===== src/rtl/ex_mem_skid.sv =====
// EX/MEM pipeline boundary with a 2-entry skid buffer.
// The main register drives the memory stage. The skid register catches one
// entry that arrives while main is stalled. in_ready is registered, so
// out_ready never reaches in_ready through combinational logic.
// Branch resolution (ctl_branch & alu_zero) is evaluated at capture time.
module ex_mem_skid #(
   parameter int DATA_W = 16,
   parameter int REG_AW = 3
) (
   input  logic              clk,
   input  logic              rst,
   input  logic              flush,
   input  logic              in_valid,
   output logic              in_ready,
   input  logic [DATA_W-1:0] alu_result,
   input  logic              alu_zero,
   input  logic [DATA_W-1:0] store_data,
   input  logic [REG_AW-1:0] dest_reg,
   input  logic              ctl_mem_read,
   input  logic              ctl_mem_write,
   input  logic              ctl_reg_write,
   input  logic              ctl_branch,
   output logic              out_valid,
   input  logic              out_ready,
   output logic [DATA_W-1:0] out_result,
   output logic [DATA_W-1:0] out_store_data,
   output logic [REG_AW-1:0] out_dest_reg,
   output logic              out_mem_read,
   output logic              out_mem_write,
   output logic              out_reg_write,
   output logic              out_branch_taken
);

   // Entry layout: {result, store_data, dest_reg, mem_read, mem_write, reg_write, branch_taken}.
   // The four control bits sit at the bottom so a flush can clear them as one slice.
   localparam int ENTRY_W = 2*DATA_W + REG_AW + 4;

   typedef enum logic [1:0] {
      EMPTY = 2'd0,
      ONE   = 2'd1,
      TWO   = 2'd2
   } state_t;

   state_t               state_reg, state_next;
   logic                 in_ready_reg;
   logic [ENTRY_W-1:0]   main_reg;
   logic [ENTRY_W-1:0]   skid_reg;
   logic [ENTRY_W-1:0]   in_entry;
   logic                 accept;
   logic                 drain;
   logic                 load_main_in;
   logic                 load_main_skid;
   logic                 load_skid;

   assign in_entry = {alu_result, store_data, dest_reg,
                      ctl_mem_read, ctl_mem_write, ctl_reg_write,
                      ctl_branch & alu_zero};

   assign accept = in_valid & in_ready_reg;
   assign drain  = out_valid & out_ready;

   // State register plus the registered ready flag, which looks ahead at the next state.
   always_ff @(posedge clk or posedge rst) begin
      if (rst) begin
         state_reg    <= EMPTY;
         in_ready_reg <= 1'b1;
      end else begin
         state_reg    <= state_next;
         in_ready_reg <= (state_next != TWO);
      end
   end

   // Next-state and load-enable decode; flush overrides every other transition.
   always_comb begin
      state_next     = state_reg;
      load_main_in   = 1'b0;
      load_main_skid = 1'b0;
      load_skid      = 1'b0;
      case (state_reg)
         EMPTY: begin
            if (accept) begin
               load_main_in = 1'b1;
               state_next   = ONE;
            end
         end
         ONE: begin
            if (accept && drain) begin
               load_main_in = 1'b1;
            end else if (accept) begin
               load_skid  = 1'b1;
               state_next = TWO;
            end else if (drain) begin
               state_next = EMPTY;
            end
         end
         TWO: begin
            if (drain) begin
               load_main_skid = 1'b1;
               state_next     = ONE;
            end
         end
         default: state_next = EMPTY;
      endcase
      if (flush) begin
         state_next     = EMPTY;
         load_main_in   = 1'b0;
         load_main_skid = 1'b0;
         load_skid      = 1'b0;
      end
   end

   // Entry storage; a flush zeroes control bits but leaves the data fields alone.
   always_ff @(posedge clk or posedge rst) begin
      if (rst) begin
         main_reg <= '0;
         skid_reg <= '0;
      end else if (flush) begin
         main_reg[3:0] <= 4'b0000;
         skid_reg[3:0] <= 4'b0000;
      end else begin
         if (load_main_in) begin
            main_reg <= in_entry;
         end else if (load_main_skid) begin
            main_reg <= skid_reg;
         end
         if (load_skid) begin
            skid_reg <= in_entry;
         end
      end
   end

   assign in_ready         = in_ready_reg;
   assign out_valid        = (state_reg != EMPTY);
   assign out_result       = main_reg[ENTRY_W-1 -: DATA_W];
   assign out_store_data   = main_reg[ENTRY_W-DATA_W-1 -: DATA_W];
   assign out_dest_reg     = main_reg[REG_AW+3 -: REG_AW];
   assign out_mem_read     = main_reg[3];
   assign out_mem_write    = main_reg[2];
   assign out_reg_write    = main_reg[1];
   assign out_branch_taken = main_reg[0];

endmodule


===== config.mk =====
export PLATFORM = sky130hd
export DESIGN_NAME = ex_mem_skid
export DESIGN_NICKNAME = d
export VERILOG_FILES = /design/src/rtl/ex_mem_skid.sv
export SDC_FILE = /design/constraint.sdc
export NUM_CORES = 1
export LEC_CHECK = 0
export CORE_MARGIN = 5
export CORE_UTILIZATION = 49
export CTS_CLUSTER_DIAMETER = 200
export DETAILED_ROUTE_END_ITERATION = 12
export GPL_TIMING_DRIVEN = 1
export PLACE_DENSITY = 0.82
export SLEW_MARGIN = 20
export SYNTH_ARGS = -nofsm -noshare
export SYNTH_HDL_FRONTEND = slang
export SYNTH_SLANG_ARGS = --single-unit

===== constraint.sdc =====
create_clock -name clk -period 3.3 [get_ports clk]
set_input_delay 0.66 -clock clk [delete_from_list [all_inputs] [get_ports clk]]
set_output_delay 0.66 -clock clk [all_outputs]
set_load 0.02 [all_outputs]

==> impl_metrics.csv, run 1 <==
group,metric,value,unit
floorplan,die_x,93.6,um
timing,worst_pin_slew,0.972,ns
cts,cts_setup_buffers,0,
timing,setup_slack,0.778,ns
placement,gp_congestion,0.751,
final_layout,fillers,522,
floorplan,dieArea,8760,sq um
timing,whs,0.493,ns
hold_path,hold_class,"reg2reg",
final_layout,area_growth,31.8,%
global_routing,grt.overflow.total,0,
power,max-vdd-ir-drop,0.312,mV
worst_setup_path,slowest_stage,"a21oi_4",
cts,cts_max_level,3,
outcome,status,"completed",
cts,hold_buffers,0,
floorplan,rows,30,
synthesis,yosysMostFrequentCell,"dfrtp_1",
routing,final_antenna_net_count,0,
power,finalPower,2.65,mW
timing,setup_tns,0,ns
placement,io_buffers,85,
synthesis,synthTopCellsByArea,"dfrtp_1 58%, mux2_2 11%, a221o_1 10%",
routing,drc,0,
routing,vias,2424,
floorplan,core,6790,sq um
global_routing,grt_pass1_vias,2537,
final_layout,seq_area,2030,sq um
timing,finClkSkew,0.0114,ns
synthesis,postSynthAreaPerCell,14.0,sq um
final_layout,n_antenna_cell,0,
timing,maxSlewHeadroom,35.1,%
worst_setup_path,end_kind,"flip-flop",
synthesis,synth-edff-count,0,
routing,drt_iter0_drc,132,
cts,cts.path.max_buffers,2,
global_routing,grt_usage,18.6,%
timing,fin_crit,2.52,ns
global_routing,grt_antenna_before_repair,0,
cts,clk_pin_slew,0.08,ns
worst_setup_path,critPathMaxStageDelay,0.88,ns
timing,finalHoldViolations,0,
worst_setup_path,worstPathMaxFanout,35,
power,p_leak,2.03,nW
synthesis,synth.cells.most_frequent,"80 x dfrtp_1, 36 x and3_1, 35 x a221o_1, 34 x mux2_2, 6 x buf_2",
run,drv_cap,0,
routing,via_per_inst,5.69,
synthesis,ys_ff_latch,81,
floorplan,dieHeight,93.6,um
synthesis,synth_seq_area_share,59.2,%
final_layout,multi_input_area,1250,sq um
final_layout,final_cells,426,
final_layout,final_util,66.5,%
worst_setup_path,regToRegSetupSlack,1.27,ns
floorplan,initial_core_util,50.4,%
final_layout,drive_above_1_share,17.9,%
synthesis,synth_ff_type,"dfrtp_1",
global_routing,grt_pass1_wl,12600,um
timing,setup_violations,0,
floorplan,io_pins,86,
worst_setup_path,crit_required,3.58,ns
power,power_per_cell_area,586,nW/um^2
timing,slew_violations,0,
timing,rsz0062_at_grt,"false",
cts,ctsResizeCount,0,
synthesis,synthesis.nets,289,
synthesis,synthesis.area,3430,sq um
synthesis,yosysTopAreaCell,"dfrtp_1",
placement,place_inst,410,
final_layout,nets,370,
timing,fin_crit_sh,76.4,%
placement,post-dp-hpwl,4900,um
worst_setup_path,start_kind,"input pin",
cts,cts_root_buffer,"clkbuf_8",
timing,max_freq,397,MHz
cts,cts.sink_count,81,
cts,clkLatencyLatePin,0.35,ns
synthesis,yosys_warnings,0,
synthesis,yosys.area.top_type_share,58.4,%
cts,cts_tree,"built",
synthesis,ys_types,33,
worst_setup_path,critPathKind,"in2reg",
worst_setup_path,path_cells,"clkdlybuf4s50_1 -> nand2b_1 -> a21oi_4 -> a221o_1",
worst_setup_path,critPathArrivalTime,2.81,ns
final_layout,stdcell_area,4520,sq um
synthesis,async_flop_share,100,%
routing,routedWlPerCell,18.0,um
global_routing,grt_max_degree,48,
placement,dpl-instance-area,4330,sq um
synthesis,syn_inst,244,
routing,drt-total-wl,7670,um
cts,numCtsBuffers,9,
placement,dp_slack,0.422,ns
routing,drt-pass1-iter-count,4,
## cell usage in the layout (no fill, tap or decap), types with 2 or more instances in the layout
cell             instances
nand3b_1                 2
a221o_1                 35
dfrtp_1                 80
and3_1                  36
buf_4                    3
nand3_1                  3
buf_12                   2
o221ai_1                 4
clkbuf_1                 2
a22o_1                   3
inv_1                    2
mux2_2                  34
clkbuf_8                 9
a2bb2oi_1                4
clkdlybuf4s50_1         85
a21oi_1                  2
clkinv_2                 3
## area by class of cell
class | instances | share of cell area [%]
Clock inverter | 5 | 1.25
Sequential cell | 81 | 44.9
Timing Repair Buffer | 90 | 20.2
Clock buffer | 11 | 2.91
Inverter | 3 | 0.277
Tap cell | 96 | 2.66
Multi-Input combinational cell | 140 | 27.8
## layer usage
layer	share of wire (%)	GRT usage [%]	wire length, um
met5	0	0	0
met4	0.67	4.93	51
met3	7.5	6.19	574
met2	47	28.6	3570
met1	45	25.5	3470
## worst max-delay path, delay by kind of cell
family | cells | cell delay [ns]
AOI/OAI and AO/OA | 2 | 1.17
buffers and inverters | 1 | 0.51
and+or+nand+nor | 1 | 0.44
## path summary, 6_finish.rpt
check	startpoint	endpoint	cells after the start
setup reg to reg	state_reg[0]	main_reg[13]	3
hold / removal	skid_reg[18]	main_reg[18]	1
min in group asynchronous	rst	state_reg[0]	2
max in group asynchronous	rst	main_reg[31]	3
setup / recovery	out_ready	main_reg[13]	4
hold reg to reg	skid_reg[18]	main_reg[18]	1
## kinds of logic (layout without fill, tap and decap cells)
| group | count (synthesis) | after routing | share of synthesized area (%) |
|---|---|---|---|
| DFF | 81 | 81 | 59.2 |
| and+or+nand+nor | 51 | 51 | 10.1 |
| muxes | 36 | 36 | 11.8 |
| buffers and inverters | 23 | 109 | 4.16 |
| AOI/OAI and AO/OA | 53 | 53 | 14.8 |
## report_power, final
part,internal [mW],switching (mW),total (mW)
logic,0.364,0.264,0.628
clock network,0.349,0.349,0.698
registers,1.20,0.122,1.32
total,1.91,0.735,2.65
Power figures use the tool's default switching activity.
==> run 2, diff against run 1 <==
--- a/config.mk
+++ b/config.mk
@@ -6,11 +6,11 @@
 export NUM_CORES = 1
 export LEC_CHECK = 0
 export CORE_MARGIN = 5
-export CORE_UTILIZATION = 49
+export CORE_UTILIZATION = 44
 export CTS_CLUSTER_DIAMETER = 200
 export DETAILED_ROUTE_END_ITERATION = 12
 export GPL_TIMING_DRIVEN = 1
-export PLACE_DENSITY = 0.82
+export PLACE_DENSITY = 0.78
 export SLEW_MARGIN = 20
 export SYNTH_ARGS = -nofsm -noshare
 export SYNTH_HDL_FRONTEND = slang
==> constraint.sdc (replaced) <==
create_clock -name clk -period 2.2 [get_ports clk]
set_input_delay 0.44 -clock clk [delete_from_list [all_inputs] [get_ports clk]]
set_output_delay 0.44 -clock clk [all_outputs]
set_load 0.02 [all_outputs]
==> impl_metrics.csv, run 2 (synthesis results as in run 1) <==
group,metric,value,unit
outcome,status,"completed",
routing,vias,2584,
floorplan,die_x,98.2,um
placement,io_buffers,85,
final_layout,multi_input_area,1260,sq um
global_routing,grt_pass1_vias,2631,
floorplan,dieArea,9650,sq um
placement,gp_congestion,0.784,
floorplan,dieHeight,98.2,um
routing,drt_iter0_drc,118,
final_layout,final_util,60.3,%
worst_setup_path,start_kind,"flip-flop",
run,drv_cap,0,
worst_setup_path,critPathMaxStageDelay,0.54,ns
worst_setup_path,worstRegToRegCells,3,
worst_setup_path,regToRegSetupSlack,0.33,ns
timing,worst_pin_slew,0.957,ns
floorplan,io_pins,86,
cts,ctsResizeCount,0,
final_layout,seq_area,2030,sq um
placement,post-dp-hpwl,5220,um
cts,cts.sink_count,81,
cts,clkLatencyLatePin,0.33,ns
final_layout,final_cell_mix,"85 x clkdlybuf4s50_1, 80 x dfrtp_1, 36 x and3_1",
timing,fin_crit_sh,94.7,%
routing,final_antenna_net_count,0,
worst_setup_path,critPathArrivalTime,1.64,ns
final_layout,fillers,619,
final_layout,n_antenna_cell,0,
timing,rsz0062_at_grt,"false",
global_routing,grt_pass1_wl,13600,um
floorplan,core,7650,sq um
global_routing,grt_usage,17.3,%
worst_setup_path,end_kind,"output pin",
cts,cts_root_buffer,"clkbuf_8",
power,p_leak,2.07,nW
worst_setup_path,slowest_stage,"clkdlybuf4s50_1",
cts,numCtsBuffers,9,
final_layout,drive_above_1_share,19.5,%
floorplan,initial_core_util,44.8,%
power,power_per_cell_area,872,nW/um^2
cts,hold_buffers,0,
timing,finClkSkew,0.00913,ns
cts,cts_tree,"built",
global_routing,grt_max_degree,40,
worst_setup_path,path_cells,"or2_2 -> clkdlybuf4s50_1",
cts,cts.path.max_buffers,2,
worst_setup_path,crit_required,1.76,ns
final_layout,nets,378,
worst_setup_path,worstPathMaxFanout,7,
timing,maxSlewHeadroom,36.2,%
final_layout,layout_commonest_cell,"clkdlybuf4s50_1",
cts,cts_max_level,3,
cts,cts_setup_buffers,0,
timing,setup_violations,0,
timing,max_freq,480,MHz
final_layout,area_growth,34.7,%
timing,setup_slack,0.117,ns
global_routing,grt_antenna_before_repair,0,
routing,via_per_inst,5.87,
floorplan,rows,32,
placement,dp_slack,-0.242,ns
routing,routedWlPerCell,19.3,um
power,max-vdd-ir-drop,0.417,mV
global_routing,grt.overflow.total,0,
timing,slew_violations,0,
timing,finalHoldViolations,0,
worst_setup_path,critPathKind,"reg2out",
cts,clk_pin_slew,0.08,ns
timing,fin_crit,2.08,ns
routing,drc,0,
hold_path,hold_class,"in2async",
routing,drt-pass1-iter-count,4,
routing,drt-total-wl,8500,um
-- run 2: cell count changes in the layout (fill, tap and decap cells not counted), sizes merged --
cell    previous run  this run
clkbuf            11        13
clkinv             4         2
a21oi              3         4
buf                5        12
-- run 2: metal layers --
| metal | wire length [um] | share of wire, % | GRT usage [%] | vias up |
|---|---|---|---|---|
| met5 | 0 | 0 | 0 | - |
| met4 | 63 | 0.74 | 5.04 | 0 |
| met3 | 504 | 5.9 | 3.29 | 8 |
| met2 | 4020 | 47 | 26.6 | 120 |
| met1 | 3910 | 46 | 25.1 | 1321 |
| li1 | - | - | - | 1135 |
-- run 2: per-stage QoR --
stage	std cells	hold slack, ns	TNS, ns	cell area [sq um]	total power [mW]
2_1_floorplan	244	0.459	0	3430	2.51
3_3_place_gp	423	0.469	-5.75	4420	2.94
3_5_place_dp	423	0.485	-7.92	4420	2.98
4_1_cts	439	0.457	0	4610	4.04
5_1_grt	440	0.477	0	4610	4.20
6_report	440	0.456	0	4610	4.03
-- run 2: cell type report --
cell class	instances	share of cell area, %
Sequential cell	81	44.0
Multi-Input combinational cell	141	27.4
Timing Repair Buffer	97	21.5
Clock buffer	13	3.23
Tap cell	102	2.77
Clock inverter	3	0.868
Inverter	3	0.325
-- run 2: worst max-delay path, delay by kind of cell, from the launching register on --
family / cells / cell delay [ns]
and+or+nand+nor: 1 / 0.31
DFF: 1 / 0.46
buffers and inverters: 1 / 0.54
-- run 2: path summary, 6_finish.rpt --
kind                         startpoint           end
setup / recovery           state_reg[0]     out_valid
hold / removal                      rst  main_reg[20]
setup reg to reg           state_reg[0]  main_reg[30]
hold reg to reg             skid_reg[6]   skid_reg[6]
max in group asynchronous           rst      in_ready
min in group clk            skid_reg[6]   skid_reg[6]
-- run 2: power breakdown --
part	total (mW)	internal (mW)	switching [mW]	leakage (nW)
clock network	1.06	0.555	0.510	0.0974
logic	0.970	0.558	0.413	0.966
registers	1.99	1.80	0.190	1.01
==> run 3, diff against run 2 <==
--- a/config.mk
+++ b/config.mk
@@ -5,7 +5,6 @@
 export SDC_FILE = /design/constraint.sdc
 export NUM_CORES = 1
 export LEC_CHECK = 0
-export CORE_MARGIN = 5
 export CORE_UTILIZATION = 44
 export CTS_CLUSTER_DIAMETER = 200
 export DETAILED_ROUTE_END_ITERATION = 12
==> impl_metrics.csv, run 3 (synthesis results as in run 1) <==
group,metric,value,unit
power,swShare,27.6,%
floorplan,core,7370,sq um
worst_setup_path,crit_family,"buffers and inverters",
final_layout,nets,375,
placement,post-dp-hpwl,4950,um
power,power_per_cell_area,873,nW/um^2
cts,cts_tree,"built",
final_layout,final_cells,434,
power,p_leak,2.07,nW
worst_setup_path,end_kind,"output pin",
timing,slew_violations,0,
timing,setup_tns,0,ns
timing,rsz0062_at_grt,"false",
timing,fin_crit,2.09,ns
power,p_sw,1.11,mW
power,max-vdd-ir-drop,0.438,mV
floorplan,dieArea,8140,sq um
timing,maxSlewHeadroom,31.9,%
final_layout,n_antenna_cell,0,
final_layout,area_growth,34.1,%
cts,hold_buffers,0,
floorplan,io_pins,86,
timing,fin_crit_sh,95.1,%
floorplan,dieHeight,90.2,um
global_routing,grt_usage,20.7,%
cts,cts_setup_buffers,0,
routing,routedWlPerCell,17.9,um
global_routing,grt_antenna_before_repair,0,
power,p_clk_share,26.6,%
cts,ctsResizeCount,0,
worst_setup_path,slowest_stage,"clkdlybuf4s50_1",
placement,gp_congestion,0.782,
routing,drc,0,
timing,whs,0.443,ns
cts,cts.path.max_buffers,2,
final_layout,seq_area,2030,sq um
placement,place_inst,418,
timing,max_freq,478,MHz
final_layout,multi_input_area,1250,sq um
placement,io_buffers,85,
floorplan,initial_core_util,46.5,%
final_layout,final_cell_mix,"85 x clkdlybuf4s50_1, 80 x dfrtp_1, 36 x and3_1",
worst_setup_path,start_kind,"flip-flop",
power,power_frac_comb,23.9,%
worst_setup_path,timing.critical_path.buf_inv,1,
cts,cts_root_buffer,"clkbuf_8",
cts,clk_pin_slew,0.08,ns
global_routing,grt_pass1_wl,13100,um
routing,final_antenna_net_count,0,
global_routing,grt_pass1_vias,2636,
worst_setup_path,crit_required,1.76,ns
cts,numCtsBuffers,9,
final_layout,drive_above_1_share,19.7,%
routing,drt-pass1-iter-count,4,
global_routing,grt_max_degree,42,
hold_path,hold_class,"in2async",
worst_setup_path,path_cells,"or2_2 -> clkdlybuf4s50_1",
worst_setup_path,critPathMaxStageDelay,0.54,ns
routing,drt_iter0_drc,109,
cts,cts_max_level,3,
worst_setup_path,critPathKind,"reg2out",
cts,cts.sink_count,81,
timing,finalHoldViolations,0,
final_layout,fillers,568,
worst_setup_path,worstPathMaxFanout,9,
timing,setup_slack,0.107,ns
routing,vias,2498,
power,seqPwrFrac,49.5,%
cts,clkLatencyLatePin,0.35,ns
power,intPower,2.90,mW
routing,drt-total-wl,7770,um
global_routing,grt.overflow.total,0,
floorplan,die_x,90.2,um
floorplan,rows,31,
run,drv_cap,0,
timing,worst_pin_slew,1.02,ns
placement,dp_slack,-0.179,ns
final_layout,layout_commonest_cell,"clkdlybuf4s50_1",
outcome,status,"completed",
timing,finClkSkew,0.00842,ns
routing,via_per_inst,5.76,
worst_setup_path,critPathArrivalTime,1.65,ns
timing,setup_violations,0,
[run 3: worst paths after layout]
| check | start | endpoint | slack [ns] | depth (start not counted) |
|---|---|---|---|---|
| worst max register to register | state_reg[1] | main_reg[36] | 0.31 | 3 |
| min in group clk | skid_reg[4] | main_reg[4] | 0.50 | 1 |
| worst min-delay path | rst | skid_reg[27] | 0.44 | 2 |
| worst min register to register | skid_reg[4] | main_reg[4] | 0.50 | 1 |
| worst max-delay path | state_reg[1] | out_valid | 0.11 | 2 |
| max in group asynchronous | rst | in_ready | 1.22 | 3 |
[run 3: power groups by stage]
stage                     sequential, mW  clock, mW  combinational [mW]
final                               1.98       1.07               0.957
after global routing                2.02       1.15                1.03
after detailed placement            2.01          0               0.967
after CTS                           1.98       1.09               0.968
after floorplan                     2.11          0               0.396
after global placement              1.99          0               0.936
[run 3: cell type report]
type | instances | share of cell area [%]
Timing Repair Buffer | 95 | 21.2
Multi-Input combinational cell | 140 | 27.3
Sequential cell | 81 | 44.2
Inverter | 3 | 0.327
Clock buffer | 10 | 3.00
Tap cell | 99 | 2.70
Clock inverter | 6 | 1.25
[run 3: layer usage]
metal,GRT usage (%),routed length [um],vias up
li1,-,-,1126
met1,28.0,3480,1267
met2,32.2,3680,92
met3,4.23,465,13
met4,9.41,142,0
met5,0,0,-
[run 3: metrics by stage]
step / utilization, % / total power [mW] / instance area (sq um)
floorplan: - / 2.51 / 3430
global placement: 59.7 / 2.93 / 4400
detailed placement: 59.7 / 2.97 / 4400
CTS: 62.3 / 4.04 / 4590
global route: 62.3 / 4.20 / 4590
finish: 62.3 / 4.01 / 4590
